===== src/rtl/instruction_fetch_memory_if.sv =====
// Fetch request/response handshake between an instruction consumer (master)
// and the fetch memory (slave).
interface instruction_fetch_memory_if #(
  parameter int unsigned ADDR_W = 64
) ();

  logic              req_valid;
  logic              req_ready;
  logic [ADDR_W-1:0] req_addr;
  logic              resp_valid;
  logic              resp_ready;
  logic [31:0]       resp_inst;
  logic              resp_fault;

  modport master (
    output req_valid,
    output req_addr,
    output resp_ready,
    input  req_ready,
    input  resp_valid,
    input  resp_inst,
    input  resp_fault
  );

  modport slave (
    input  req_valid,
    input  req_addr,
    input  resp_ready,
    output req_ready,
    output resp_valid,
    output resp_inst,
    output resp_fault
  );

endinterface


===== src/rtl/instruction_fetch_memory.sv =====
// Byte-programmable instruction memory with a single-stage fetch pipeline.
// Misaligned or out-of-range fetches return NOP_INST with resp_fault set.
module instruction_fetch_memory #(
  parameter int unsigned MEM_BYTES = 64,
  parameter int unsigned ADDR_W    = 64,
  parameter logic [31:0] NOP_INST  = 32'h00000013
) (
  input  logic                         clk,
  input  logic                         reset,
  instruction_fetch_memory_if.slave    bus,
  input  logic                         prog_en,
  input  logic [$clog2(MEM_BYTES)-1:0] prog_addr,
  input  logic [7:0]                   prog_byte,
  output logic [15:0]                  fetch_cnt
);

  localparam int unsigned AW = $clog2(MEM_BYTES);
  localparam logic [ADDR_W-1:0] LAST_WORD = ADDR_W'(MEM_BYTES - 4);

  typedef enum logic [0:0] {StEmpty, StFull} state_e;

  state_e      state_q;
  logic [31:0] inst_q;
  logic        fault_q;
  logic [15:0] cnt_q;

  // Not reset: program contents survive a reset of the fetch pipeline.
  logic [7:0] mem_q [MEM_BYTES] = '{default: 8'h00};

  logic          accept;
  logic          fault;
  logic [AW-1:0] base;
  logic [31:0]   word;

  assign bus.req_ready = (state_q == StEmpty) || bus.resp_ready;
  assign accept        = bus.req_valid && bus.req_ready;

  assign base  = bus.req_addr[AW-1:0];
  assign fault = (base[1:0] != 2'b00) || (bus.req_addr > LAST_WORD);

  // Base is word-aligned whenever the result is used, so OR selects the byte lane.
  assign word = {mem_q[base | AW'(3)], mem_q[base | AW'(2)],
                 mem_q[base | AW'(1)], mem_q[base]};

  always_ff @(posedge clk or negedge reset) begin
    if (!reset) begin
      state_q <= StEmpty;
      inst_q  <= 32'h0;
      fault_q <= 1'b0;
      cnt_q   <= 16'h0;
    end else begin
      unique case (state_q)
        StEmpty: if (accept) state_q <= StFull;
        StFull:  if (bus.resp_ready && !accept) state_q <= StEmpty;
        default: state_q <= StEmpty;
      endcase
      if (accept) begin
        inst_q  <= fault ? NOP_INST : word;
        fault_q <= fault;
        cnt_q   <= cnt_q + 16'd1;
      end
    end
  end

  // Read above samples the pre-edge array, so a same-edge fetch sees the old byte.
  always_ff @(posedge clk) begin
    if (reset && prog_en) begin
      mem_q[prog_addr] <= prog_byte;
    end
  end

  assign bus.resp_valid = (state_q == StFull);
  assign bus.resp_inst  = inst_q;
  assign bus.resp_fault = fault_q;
  assign fetch_cnt      = cnt_q;

endmodule


===== src/flat_wrapper.sv =====
// flat-port wrapper written by rule: the top's interface ports become plain ports
module instruction_fetch_memory_flat 
#(
  parameter int unsigned MEM_BYTES = 64,
  parameter int unsigned ADDR_W    = 64,
  parameter logic [31:0] NOP_INST  = 32'h00000013
)
  (clk, reset, prog_en, prog_addr, prog_byte, fetch_cnt, bus_req_valid, bus_req_addr, bus_resp_ready, bus_req_ready, bus_resp_valid, bus_resp_inst, bus_resp_fault);
  instruction_fetch_memory_if #(.ADDR_W(ADDR_W)) bus_i ();
  input  logic clk;
  input  logic reset;
  input  logic prog_en;
  input  logic [$clog2(MEM_BYTES)-1:0] prog_addr;
  input  logic [7:0] prog_byte;
  output logic [15:0] fetch_cnt;
  input wire logic [$bits(bus_i.req_valid)-1:0] bus_req_valid;
  input wire logic [$bits(bus_i.req_addr)-1:0] bus_req_addr;
  input wire logic [$bits(bus_i.resp_ready)-1:0] bus_resp_ready;
  output wire logic [$bits(bus_i.req_ready)-1:0] bus_req_ready;
  output wire logic [$bits(bus_i.resp_valid)-1:0] bus_resp_valid;
  output wire logic [$bits(bus_i.resp_inst)-1:0] bus_resp_inst;
  output wire logic [$bits(bus_i.resp_fault)-1:0] bus_resp_fault;
  assign bus_i.req_valid = bus_req_valid;
  assign bus_i.req_addr = bus_req_addr;
  assign bus_i.resp_ready = bus_resp_ready;
  assign bus_req_ready = bus_i.req_ready;
  assign bus_resp_valid = bus_i.resp_valid;
  assign bus_resp_inst = bus_i.resp_inst;
  assign bus_resp_fault = bus_i.resp_fault;
  instruction_fetch_memory #(.MEM_BYTES(MEM_BYTES), .ADDR_W(ADDR_W), .NOP_INST(NOP_INST)) u_core (.clk(clk), .reset(reset), .bus(bus_i), .prog_en(prog_en), .prog_addr(prog_addr), .prog_byte(prog_byte), .fetch_cnt(fetch_cnt));
endmodule

===== config.mk =====
export PLATFORM = sky130hd
export DESIGN_NAME = instruction_fetch_memory_flat
export DESIGN_NICKNAME = d
export VERILOG_FILES = /design/src/rtl/instruction_fetch_memory_if.sv /design/src/rtl/instruction_fetch_memory.sv /design/src/flat_wrapper.sv
export SDC_FILE = /design/constraint.sdc
export NUM_CORES = 1
export LEC_CHECK = 0
export ABC_AREA = 0
export CORE_ASPECT_RATIO = 0.7
export CORE_MARGIN = 8
export CORE_UTILIZATION = 55
export DETAILED_ROUTE_END_ITERATION = 8
export PLACE_DENSITY = 0.74
export SLEW_MARGIN = 10
export SYNTH_ARGS = -nofsm -noshare
export SYNTH_HDL_FRONTEND = slang
export SYNTH_SLANG_ARGS = --single-unit

===== constraint.sdc =====
create_clock -name clk -period 2.7 [get_ports clk]
set_clock_uncertainty 0.2 [all_clocks]
set_input_delay 0.54 -clock clk [delete_from_list [all_inputs] [get_ports clk]]
set_output_delay 0.54 -clock clk [all_outputs]
set_load 0.005 [all_outputs]

* After elaboration in Yosys (flattened, before gate mapping) *
Memory sizes are Yosys's and may differ from the RTL's.
Cells that the tools add are included.

storage, ports and cells
  flip-flop bits (word level) = 50
  memory bits (writable) = 512
  bits of input ports = 83
  output and inout port bits = 51
  word-level logic and storage cells = 21
  memories kept = 1

memory list
  name          words  width  read ports  clocked after memory_dff  write ports  line                            RTL
  u_core.mem_q  64     8      4           0                         1            instruction_fetch_memory.sv:28  logic [7:0] mem_q [MEM_BYTES] = '{default: 8'h00};

cells by class
  $add $sub $neg = 1
  order comparisons = 1
  multiplexer cells = 6
  bitwise operators = 1
  reductions and logical operators = 7

operator list
  kind                                                                    number
  64-bit by 6-bit > comparator with 1-bit output (second input constant)  1
  32-bit 2-to-1 mux                                                       1
  16-bit by 1-bit adder with 16-bit output (second input constant)        1
  1-bit 2-to-1 mux                                                        4
  1-bit logical AND                                                       3
  1-bit logical OR                                                        2
  1-bit case mux with 2 select lines                                      1
  2-bit nonzero test                                                      1
  1-bit logical NOT                                                       1
  1-bit inverter                                                          1

* Depth between registers and ports, before layout *
Gate-level depths: netlist of run 1.

  word-level depth = 7
  depth in mapped cells = 11
  gate-level depth less buffers = 6

* Worst setup path after synthesis of run 1 *
OpenSTA, ideal clock, no wires.

  path type = in2reg
  start = input bus_req_addr[2]
  end = register u_core.inst_q[5] (netlist: u_core.bus.resp_inst[5])
  library setup time = 0.122 ns
  data arrival time = 2.188 ns
  required time = 2.378 ns
  setup slack = 0.190 ns
  stages on the path = 7
  buffers on the path = 3
  cells stage by stage = buf_6 -> buf_12 -> buf_8 -> mux4_1 -> mux4_2 -> o2111ai_1 -> nand2_1

on the way
  longest elaborated chain between the ends = 3
  elaborated cells between the ends (all ways) = 4
  classes of those cells = 1 x order compare; 1 x mux; 1 x reduce/logical; 1 x memory

ends and longest elaborated chain
  item                                            line                            RTL
  from (decl)                                     flat_wrapper.sv:17              input wire logic [$bits(bus_i.req_addr)-1:0] bus_req_addr;
  64-bit by 6-bit > comparator with 1-bit output  instruction_fetch_memory.sv:39  assign fault = (base[1:0] != 2'b00) || (bus.req_addr > LAST_WORD);
  1-bit logical OR                                instruction_fetch_memory.sv:39
  32-bit 2-to-1 mux *                             instruction_fetch_memory.sv:58  inst_q <= fault ? NOP_INST : word;
  to (signal assigned)                            instruction_fetch_memory.sv:58
  to (decl)                                       instruction_fetch_memory.sv:23  logic [31:0] inst_q;

Every way passes the cells marked *; elsewhere a longest branch is shown, timed or not.
A chain may end at the register's enable or synchronous reset.

* Worst setup path after layout of run 1 *
  start = input reset
  end = memory u_core.mem_q[47][2], enable pin

on the way
  longest elaborated chain between the ends = 3

ends and longest elaborated chain
  item                                    line                            RTL
  from (decl)                             flat_wrapper.sv:11              input logic reset;
  1-bit logical AND                       instruction_fetch_memory.sv:67  if (reset && prog_en) begin
  1-bit 2-to-1 mux                        instruction_fetch_memory.sv:67
  1-bit 2-to-1 mux (implied by the code)  instruction_fetch_memory.sv:68  mem_q[prog_addr] <= prog_byte;
  to (decl)                               instruction_fetch_memory.sv:28

No other way between the ends.

==> results.md, run 1 <==
- First-pass GRT wire length: 105200 µm
- Hold Crit Class: input pin to register
- Pin count of the biggest net entering global routing: 65
- Top cell type's share of synthesized area: 0.6346
- Endpoints failing hold: 0
- Critical-path top delay cell: dlygate4sd3_1
- Status: completed
- Share of cells above drive strength 1: 0.2937
- Met2 Use GR: 0.4070
- Crit path largest cell delay: 0.52 ns
- Hold Slack: 0.2698 ns
- Max Root-Sink Buffers: 3
- Post-Syn Instances: 1339
- Req. time, crit path: around 2.8 ns
- Num rows: 64
- Design area: 0.02944 mm²
- Max-slew violations: 0
- Commonest non-fill, non-tap cell in the layout: edfxtp_1
- Post-route ant nets: 0
- RR Endpoint: u_core.bus.resp_inst[5]
- Crit path max fanout: 7
- Worst Hold Launch: prog_byte[3]
- Clk sinks: 562
- Post-synth EDFFs: 512
- Vias in the first global route: approximately 15000
- H-tree levels: 2
- CTS tree: yes
- # port buffers: 133
- Worst-margin pin slew: 0.7832 ns
- Post-CTS Setup Bufs: 0
- Post-route setup TNS: 0 ns
- Clk slew on worst S/H paths: 0.06 ns
- Slew Limit Headroom: 0.4778
- Worst flop-to-flop path startpoint: u_core.mem_q[5][5]
- Crit-path cells: dlygate4sd3_1, buf_2, and3_1, nand3_1, nor2_1, buf_4
- Crit start category: input pin
- Ys async rst share: 0.08897
- Final min period: 2.539 ns
- Post_cts resized: 0
- GR Overflow Total: 0
- Cell Area, Placed: 0.02777 mm²
- Count of different cell masters after synthesis: 57
- Post-route setup slack: 0.1611 ns
- R2r setup slk: 0.34 ns
- DIE WIDTH: approximately 270 µm
- Critical Path End Type: register
- Root Driver: clkbuf_16
- Reg2Reg Depth: 4
- Number of remaining DRC errors: 0
- WHS Endpoint: u_core.mem_q[49][3]
- 1st-iter DRT viols: about 2100
- Worst skew pair latency: between 0.5 and 0.6 ns
- Final setup viols: 0
- Met1 Use GR: 0.4098
- RSZ-0062 raised after global routing: no
- Crit path DAT: 2.63 ns
- DIE HEIGHT: 191.6 µm
- Initial antenna violation count: 1
- Highest-count cells in the layout ignoring fill and taps: edfxtp_1, buf_4, mux4_2
- Final Util: 0.6759
- Synth Register Bits: 562
- Syn Area/Cell: 18.09 µm²
- Area leader, netlist: edfxtp_1
- Post-Syn Nets: 1423
- Peak supply drop: just over 0.6 mV
- Max cap viols: 0
- YS warnings: 0
- Busiest grt layer: met1
- Fin crit share: 0.9403
- Vias: about 15000
- Via/cell ratio: about 6.5
- DP HPWL: 50900 µm
- Nets: 1766
- # fillers: 2873
- Routed length per instance: 31.81 µm
- Pleak: slightly above 10 nW
- Hold path depth: 2
- Area grow syn2layout: 21.53%
- Area contributors post-synth: edfxtp_1, mux4_2, dfrtp_1
- GP Congestion: ~1.0
- Die Footprint: between 0.05 and 0.06 mm²
- Most used DFF post-synth: edfxtp_1
- Hold Buf Count CTS: 1
- Core Area: 0.04356 mm²
- TritonRoute pass-1 iters: 5
- Place WS: -0.1984 ns
- Overall Global Routing Usage: 0.2870
- Pwr per Cell Area: 626.4 mW/mm²
- Io pins: approximately 130
- Max Freq: approximately 400 MHz
- Initial Utilization: 0.5562
- Total Wirelength: about 74000 µm
- Num CTS Buffers: 52
- Register area share after synthesis: 0.6862
- Met3 usage: 0.1216
- Mapped Area: between 0.02 and 0.025 mm²
- WS Path Type: input pin to register
per-layer routing:
metal  wire length (µm)  vias up
met4               1713        4
met5                132        -
met3              11840      124
met1              28880     7736
li1                   -     6133
met2              31160     1175
worst max-delay path by stage:
stage | from | depth (start not counted) | slack (ns) | endpoint
floorplan | bus_req_addr[2] | 7 | 0.19 | u_core.bus.resp_inst[5]
global placement | bus_req_addr[2] | 6 | -0.17 | u_core.bus.resp_inst[5]
detailed placement | bus_req_addr[2] | 6 | -0.20 | u_core.bus.resp_inst[5]
CTS | bus_resp_ready | 4 | 0.19 | bus_req_ready
global route | reset | 7 | 0.11 | u_core.mem_q[33][3]
finish | reset | 6 | 0.16 | u_core.mem_q[47][2]
flip-flops by register name, summed over array words and instances, names as in the netlist:
signal,cells
u_core.mem_q,512
u_core.bus.resp_valid,1
u_core.bus.resp_inst,32
u_core.bus.resp_fault,1
u_core.fetch_cnt,16
logic make-up (layout without fill, tap and decap cells):
logic type | after synthesis | in the layout | share of synthesized area
buffers and inverters | 91 | 475 | 0.02391
xor gates and xnor gates | 15 | 15 | 0.005422
adders and majority gates | 1 | 1 | 0.0005163
and+or+nand+nor | 281 | 281 | 0.05402
AOI/OAI and AO/OA | 120 | 120 | 0.03656
other | 0 | 1 | 0
muxes | 269 | 269 | 0.1933
DFF | 562 | 562 | 0.6862
cell usage after synthesis, types with 5 or more instances:
cell / count
a22oi_1: 8
nand4_1: 11
o211ai_1: 21
nor4_1: 15
nand2_1: 94
buf_4: 14
o2111ai_1: 7
mux4_1: 6
a211oi_1: 14
mux2i_1: 92
edfxtp_1: 512
mux4_2: 148
nand3_1: 25
nor2_1: 84
inv_1: 5
a21oi_1: 17
nor2b_1: 18
o21ai_0: 15
xnor2_1: 11
dfrtp_1: 50
a32o_1: 11
mux2_2: 22
buf_2: 18
a22o_1: 11
buf_6: 12
nand2b_1: 11
clkbuf_1: 30
power by group:
part	total, mW	leakage [nW]	switching (mW)	internal (mW)
Combinational	1.60	4.23	0.851	0.747
Sequential	9.64	5.26	0.0714	9.56
Clock	7.21	0.814	3.15	4.06
critical path, delay by kind of cell:
kind                   cells  cell delay [ns]
buffers and inverters      3             1.01
and+or+nand+nor            3             1.06
per-stage QoR:
step | cells | total power [mW]
after floorplan | 1339 | 10.56
after global placement | 2221 | 11.34
after detailed placement | 2221 | 11.38
after CTS | 2317 | 18.47
after global routing | 2317 | 18.89
final | 2318 | 18.45
final cells by class:
class | count | area (µm²) | share of cell area
clock inverter | 23 | 161.4 | 0.005482
multi-input combinational | 686 | 7023 | 0.2385
sequential | 562 | 16630 | 0.5647
antenna | 1 | 2.502 | 0.00008499
inverter | 5 | 18.77 | 0.0006374
tap | 594 | 743.2 | 0.02524
clock buffer | 72 | 1500 | 0.05095
timing repair buffer | 375 | 3369 | 0.1144
(Power assumes the default switching activity.)
==> run 2, diff against run 1 <==
--- a/config.mk
+++ b/config.mk
@@ -11,6 +11,7 @@
 export CORE_UTILIZATION = 55
 export DETAILED_ROUTE_END_ITERATION = 8
 export PLACE_DENSITY = 0.74
+export SKIP_CTS_REPAIR_TIMING = 1
 export SLEW_MARGIN = 10
 export SYNTH_ARGS = -nofsm -noshare
 export SYNTH_HDL_FRONTEND = slang
==> results.md, run 2 (synthesis results as in run 1) <==
- Status: completed
- Overall Global Routing Usage: 0.2870 (about the same)
- 1st-iter DRT viols: 2136 (+0.094%)
- H-tree levels: 2 (unchanged)
- Tot Pwr: 18.44 mW (about the same)
- Die Footprint: 0.05113 mm² (unchanged)
- Top reg by flops: u_core.mem_q
- Peak supply drop: 0.6218 mV (about the same)
- Multi-input logic area: 0.007023 mm² (unchanged)
- Critical-path top delay cell: dlygate4sd3_1
- WP buf/inv: 3 (unchanged)
- Req. time, crit path: 2.79 ns (about the same)
- Post-route setup slack: 0.1621 ns (+0.001014 ns)
- GR Overflow Total: 0 (unchanged)
- RSZ-0062 raised after global routing: no
- Final setup viols: 0 (unchanged)
- Max cap viols: 0 (unchanged)
- Clk sinks: 562 (unchanged)
- Vias: 15203 (+0.20%)
- Crit path DAT: 2.63 ns (about the same)
- DIE WIDTH: 266.9 µm (unchanged)
- DP HPWL: 50900 µm (unchanged)
- Initial Utilization: 0.5562 (unchanged)
- Place WS: -0.1984 ns (unchanged)
- Max-slew violations: 0 (unchanged)
- Pleak: 10.30 nW (unchanged)
- Max Root-Sink Buffers: 3 (unchanged)
- Post-route setup TNS: 0 ns (unchanged)
- # fillers: 2873 (unchanged)
- Area grow syn2layout: 21.53% (unchanged)
- Slew Limit Headroom: 0.4785 (+0.0006980)
- Routed length per instance: 31.80 µm (about the same)
- Placed cell count: 2221 (unchanged)
- DIE HEIGHT: 191.6 µm (unchanged)
- Hold Crit Class: input pin to register
- First-pass GRT wire length: 105200 µm (about the same)
- Nets: 1766 (unchanged)
- Fin crit share: 0.9400 (about the same)
- Crit path largest cell delay: 0.52 ns (about the same)
- Total Wirelength: 73710 µm (about the same)
- Pin count of the biggest net entering global routing: 65 (unchanged)
- Vias in the first global route: 14870 (-0.020%)
- Root Driver: clkbuf_16
- Worst-margin pin slew: 0.7822 ns (-0.001046 ns)
- TritonRoute pass-1 iters: 5 (unchanged)
- GP Congestion: 1.020 (unchanged)
- FF/Latch Area: 0.01663 mm² (unchanged)
- Via/cell ratio: 6.559 (+0.20%)
- Highest-count cells in the layout ignoring fill and taps: edfxtp_1, buf_4, mux4_2
- Post-route ant nets: 0 (unchanged)
- Clk slew on worst S/H paths: 0.06 ns (about the same)
- Initial antenna violation count: 1 (unchanged)
- Critical Path End Type: register
- Number of remaining DRC errors: 0 (unchanged)
- Num rows: 64 (unchanged)
- Num CTS Buffers: 52 (unchanged)
- Design area: 0.02944 mm² (unchanged)
- Crit path max fanout: 7 (unchanged)
- Share of cells above drive strength 1: 0.2937 (unchanged)
- Pwr per Cell Area: 626.4 mW/mm² (about the same)
- Crit start category: input pin
- Cell Area, Placed: 0.02777 mm² (unchanged)
- Commonest non-fill, non-tap cell in the layout: edfxtp_1
- Core Area: 0.04356 mm² (unchanged)
- Final min period: 2.538 ns (-0.001014 ns)
- Worst skew pair latency: 0.58 ns (about the same)
- Endpoints failing hold: 0 (unchanged)
- Max reg flops: 512 (unchanged)
- Io pins: 134 (unchanged)
- WS Path Type: input pin to register
- Layout Cells excl Fill: 2318 (unchanged)
- Crit-path cells: dlygate4sd3_1, buf_2, and3_1, nand3_1, nor2_1, buf_4
- Delay-heaviest family, CP: simple AND/OR/NAND/NOR gates
- # port buffers: 133 (unchanged)
- Hold Slack: 0.2692 ns (-0.0005340 ns)
- CTS tree: yes
- Final Util: 0.6759 (unchanged)
- Max Freq: 394.0 MHz (about the same)
## run 2: cell counts in the layout (fill, tap and decap cells not counted)
Identical to the previous run, type by type.
## run 2: routing by layer
metal,GRT usage,wire length (µm),vias up,part of all wire
li1,-,-,6135,-
met1,0.4098,28790,7758,0.39
met2,0.4070,31070,1174,0.42
met3,0.1215,11920,132,0.16
met4,0.06830,1791,4,0.024
met5,0.01832,132,-,0.0018
## run 2: report_power, final
group / leakage [nW] / total, mW / switching, mW / internal (mW)
Sequential: 5.26 / 9.64 / 0.0714 / 9.56
Combinational: 4.23 / 1.60 / 0.851 / 0.747
Clock: 0.814 / 7.21 / 3.15 / 4.06
## run 2: path summary, 6_finish.rpt
kind	startpoint	end	slack [ns]	cells past startpoint
max	reset	u_core.mem_q[47][2]	0.16	6
min	prog_byte[3]	u_core.mem_q[49][3]	0.27	2
max reg2reg	u_core.mem_q[5][5]	u_core.bus.resp_inst[5]	0.35	4
min reg2reg	u_core.fetch_cnt[15]	u_core.fetch_cnt[15]	0.27	1
max in group asynchronous	reset	u_core.bus.resp_inst[3]	0.96	4
min in group asynchronous	reset	u_core.bus.resp_fault	0.48	3
## run 2: area by class of cell
cell class              count  area share
well taps                 594     0.02524
clock inverters            23    0.005482
repair buffers            375      0.1144
multi-input cells         686      0.2385
clock buffers              72     0.05095
inverters                   5   0.0006374
diodes                      1  0.00008499
flip-flops and latches    562      0.5647
